<file path="src/rtl/wam_ctrl.sv">
// Whack-a-mole session controller: IDLE -> COUNT -> PLAY -> OVER with second timer and high score.
// Optional difficulty ramp during PLAY is enabled by defining WAM_RAMP_EN.
module wam_ctrl #(
  parameter int TICK_DIV       = 500000,
  parameter int TICKS_PER_SEC  = 100,
  parameter int COUNTDOWN_SECS = 3,
  parameter int GAME_SECS      = 60,
  parameter int RAMP_SECS      = 15
) (
  input  logic        clk,
  input  logic        clr_n,
  input  logic        btn_start,
  input  logic [1:0]  diff_sel,
  input  logic [11:0] score,
  output logic        game_clr,
  output logic [3:0]  difficulty,
  output logic        tap_en,
  output logic [1:0]  state,
  output logic [6:0]  time_left,
  output logic [11:0] high_score,
  output logic        new_high
);
  localparam int PW = (TICK_DIV > 1) ? $clog2(TICK_DIV) : 1;
  localparam int TW = (TICKS_PER_SEC > 1) ? $clog2(TICKS_PER_SEC) : 1;

  typedef enum logic [1:0] {IDLE = 2'd0, COUNT = 2'd1, PLAY = 2'd2, OVER = 2'd3} st_t;

  st_t           st, st_nxt;
  logic          btn_q;
  logic [PW-1:0] presc;
  logic [TW-1:0] tick_cnt;
  logic          start_ev, sec_bnd, last_sec;
  logic [3:0]    base_diff;

`ifdef WAM_RAMP_EN
  localparam int RW = (RAMP_SECS > 1) ? $clog2(RAMP_SECS) : 1;
  logic [RW-1:0] ramp_cnt;
`endif

  assign state = st;

  always_comb begin
    start_ev = btn_start & ~btn_q;
    sec_bnd  = (presc == PW'(TICK_DIV - 1)) && (tick_cnt == TW'(TICKS_PER_SEC - 1));
    last_sec = sec_bnd && (time_left == 7'd1);
    case (diff_sel)
      2'd0:    base_diff = 4'd2;
      2'd1:    base_diff = 4'd6;
      default: base_diff = 4'd10;
    endcase
    st_nxt = st;
    case (st)
      IDLE, OVER: if (start_ev) st_nxt = COUNT;
      COUNT:      if (last_sec) st_nxt = PLAY;
      PLAY:       if (last_sec) st_nxt = OVER;
      default:    st_nxt = IDLE;
    endcase
  end

  always_ff @(posedge clk) begin
    if (!clr_n) st <= IDLE;
    else        st <= st_nxt;
  end

  always_ff @(posedge clk) begin
    if (!clr_n) begin
      btn_q      <= 1'b1;  // a button held through reset must be released first
      game_clr   <= 1'b0;
      difficulty <= 4'd2;
      tap_en     <= 1'b0;
      time_left  <= 7'd0;
      high_score <= 12'd0;
      new_high   <= 1'b0;
      presc      <= '0;
      tick_cnt   <= '0;
`ifdef WAM_RAMP_EN
      ramp_cnt   <= '0;
`endif
    end else begin
      btn_q    <= btn_start;
      game_clr <= 1'b0;
      tap_en   <= (st_nxt == PLAY);

      if (st == COUNT || st == PLAY) begin
        if (sec_bnd) begin
          presc    <= '0;
          tick_cnt <= '0;
        end else if (presc == PW'(TICK_DIV - 1)) begin
          presc    <= '0;
          tick_cnt <= tick_cnt + 1'b1;
        end else begin
          presc <= presc + 1'b1;
        end
      end

      case (st)
        IDLE, OVER: if (start_ev) begin
          difficulty <= base_diff;
          new_high   <= 1'b0;
          game_clr   <= 1'b1;
          time_left  <= 7'(COUNTDOWN_SECS);
          presc      <= '0;
          tick_cnt   <= '0;
`ifdef WAM_RAMP_EN
          ramp_cnt   <= '0;
`endif
        end
        COUNT: if (sec_bnd) begin
          time_left <= (time_left == 7'd1) ? 7'(GAME_SECS) : time_left - 7'd1;
        end
        PLAY: if (sec_bnd) begin
          time_left <= time_left - 7'd1;
          // pre-edge score is compared; a hit landing on this edge is dropped
          if (last_sec && score > high_score) begin
            high_score <= score;
            new_high   <= 1'b1;
          end
`ifdef WAM_RAMP_EN
          if (ramp_cnt == RW'(RAMP_SECS - 1)) begin
            ramp_cnt <= '0;
            if (difficulty != 4'd15) difficulty <= difficulty + 4'd1;
          end else begin
            ramp_cnt <= ramp_cnt + 1'b1;
          end
`endif
        end
        default: ;
      endcase
    end
  end
endmodule

</file>
<file path="config.mk">
export PLATFORM = sky130hd
export DESIGN_NAME = wam_ctrl
export DESIGN_NICKNAME = d
export VERILOG_FILES = /design/src/rtl/wam_ctrl.sv
export SDC_FILE = /design/constraint.sdc
export NUM_CORES = 1
export LEC_CHECK = 0
export BUFFER_PORTS_ARGS = -buffer_cell sky130_fd_sc_hd__buf_2
export CORE_MARGIN = 10
export CORE_UTILIZATION = 46
export DETAILED_ROUTE_END_ITERATION = 6
export PLACE_DENSITY = 0.65
export SLEW_MARGIN = 20
export SYNTH_ARGS = -nofsm -noshare
export SYNTH_HDL_FRONTEND = slang
export SYNTH_SLANG_ARGS = --single-unit
</file>
<file path="constraint.sdc">
create_clock -name clk -period 2.87 [get_ports clk]
set_clock_uncertainty 0.1 [all_clocks]
set_input_delay 0.1435 -clock clk [delete_from_list [all_inputs] [get_ports clk]]
set_output_delay 0.1435 -clock clk [all_outputs]
set_load 0.005 [all_outputs]
</file>
==> results.tsv <==
metric	value	unit
Reg-to-Reg Start	time_left[0]	
dominant synthesized flop cell	dfxtp_1	
Synth Net Count	418	
Setup WS post-layout	365	ps
Placer Congestion	0.901	
Hold Vio Cnt, Final	0	
Post-synth EDFFs	0	
max cap viols	0	
Die Height	103	um
Crit. Startpoint	time_left[0]	
area grow syn2layout	15.4	%
DP HPWL	5710	um
Routed WL	7900	um
synthesized area	3160	um^2
Total Routing Usage GR	15.5	%
post-synth top area share	33.6	%
input/output buffers	42	
pin count of the biggest net entering global routing	31	
Remaining DRCs	0	
crit path max fanout	13	
Rel. slew slack	63.9	%
leading area contributor after synthesis	dfxtp_1	
Inst Count DP	496	
kind of end point of the critical path	flop	
H-tree depth	2	
Fmax achieved	0.399	GHz
Worst EP arrival	2640	ps
Post-Synth Simple-Gate Area	25.0	%
Slowest-stage cell, CP	or4b_4	
critical path's largest stage delay	460	ps
Power Total	1.41	mW
Hold WC Path Type	primary input to flop	
nets	469	
power density cells	388	nW/um^2
mux cell area share after synthesis	4.79	%
Syn Area/Cell	8.25	um^2
global-route wire length before repair	13400	um
WL/cell	15.4	um
yosys synthesis warning count	0	
Core Util, Final	54.2	%
RSZ-0062 raised after global routing	no	
Max VDD drop	0.260	mV
Final setup viols	0	
remaining antenna violation count	0	
crit path cell chain	ha_1, or4b_4, or2_4, nor4_4, o311a_4, mux2i_1	
# diodes	0	
minimum clock period	2500	ps
clock-pin slew of the registers on the worst-case setup and hold paths	90	ps
final worst path period share	87.3	%
Post-Synth XOR/XNOR Area	1.39	%
initial antenna violation count	0	
Site Rows	30	
GR Overflow Total	0	
Non-Filler Instances	514	
CP required	3010	ps
Seq cells post-synth	53	
Max Buffers Root-to-Sink	2	
synth top area cells	dfxtp_1 (34%), ha_1 (7.1%), nand2_1 (6.7%)	
Hold Worst Slack	1.57	ps
Sink Count	53	
HP Start	score[6]	
Via Count	2969	
fin area	3640	um^2
I/O pin total	45	
drt pass-1 iters	4	
Final Max Slew Viols	0	
Core ar.	6720	um^2
largest family of logic cells by synthesized area	simple AND/OR/NAND/NOR gates	
Synth Area in Compound Gates	22.2	%
register area share after synthesis	33.6	%
total negative slack	0	ps
vias per inst	5.78	
Setup WS pre-CTS	380	ps
layout cells sized above 1	16.6	%
status	complete, no violations	
Async SR Flop Fraction	0	%
worst skew pair latency	310	ps
Leak	1.43	nW
CTS root buffer	clkbuf_8	
worst-margin pin slew	534	ps
critical path class	flop to flop	
starting density of the core	47.0	%
area of the die	10600	um^2
Critical Path Source Type	flop	
TritonCTS clock tree	built	
CTS buffer count	5	
Post-DP Area	3450	um^2
Die W	103	um
Synth Area in Adders	7.13	%
Netlist cell types	63	
cells after synthesis	383	
Starting DRT DRC Count	180	
vias in the first global route	2806	
-- path summary, 6_finish.rpt --
check / to / slack (ps) / cells past startpoint
worst min register to register: high_score[2] / 380 / 2
worst max register to register: high_score[9] / 370 / 6
worst min-delay path: high_score[6] / 2 / 3
worst max-delay path: high_score[9] / 370 / 6
-- where the power goes --
group	switching [mW]	internal, mW
Combinational	0.125	0.0919
Sequential	0.0166	0.749
Clock	0.239	0.192
-- worst max-delay path: cells and delay by family, from the launching register on --
family / cells / cell delay (ps)
DFF: 1 / 430
muxes: 1 / 220
and+or+nand+nor: 3 / 1110
adders and majority gates: 1 / 160
AOI/OAI and AO/OA: 1 / 410
-- state kept, by name (all words and copies together) (netlist names), 2 cells and up --
name,cells
difficulty,2
high_score,12
presc,19
state,2
tick_cnt,7
time_left,7
-- logic make-up (layout without fill, tap and decap cells) --
group | count (synthesis) | after routing
mux | 15 | 15
buf+inv | 41 | 92
flops | 53 | 53
fa+ha+maj | 18 | 18
simple gates | 148 | 148
compound gates | 101 | 101
other cells | 2 | 2
xor+xnor | 5 | 5
-- cell type report --
cell class | instances | area [um^2]
Clock buffer | 7 | 86.3
Sequential cell | 53 | 1060
Multi-Input combinational cell | 289 | 1920
Tap cell | 80 | 100
Inverter | 22 | 82.6
Fill cell | 641 | 3070
Timing Repair Buffer | 63 | 395
-- placed cells by master (no fill, tap or decap), types with 9 or more instances in the layout --
cell type	synthesis	final
a21oi_1	27	27
a31oi_1	9	9
dlygate4sd3_1	0	11
buf_4	2	10
ha_1	18	18
inv_1	21	21
nand2_1	56	56
buf_2	0	42
o21ai_0	15	15
nor3_1	10	10
nor2_1	16	16
nand3_1	15	15
dfxtp_1	53	53
mux2i_1	14	14
-- routing by layer --
metal / vias to the layer above / part of all wire, % / track usage, %
met2: 54 / 47 / 26.6
met3: 8 / 4.9 / 3.28
li1: 1510 / - / -
met5: - / 0 / 0
met4: 0 / 1.4 / 4.28
met1: 1397 / 47 / 19.2
-- synthesized netlist by cell type, drive strengths merged (4+ instances only) --
library cell	n
nand2	56
dfxtp	53
a21oi	27
inv	21
ha	18
clkbuf	16
nor2	16
o21ai	16
nand3	15
mux2i	14
nor3	10
a31oi	9
and3	7
a311oi	6
nand4	6
nor4	5
a211oi	4
a21o	4
and2	4
and4	4
nor3b	4
o211a	4
or2	4
-- repair_timing --
action,4_1_cts,5_1_grt
setup endpoints to repair,0,0
gates resized for setup,0,0
hold buffers,11,0
setup buffers,0,0
hold endpoints to repair,11,0
Note: power is estimated with default switching activity, not from simulation.
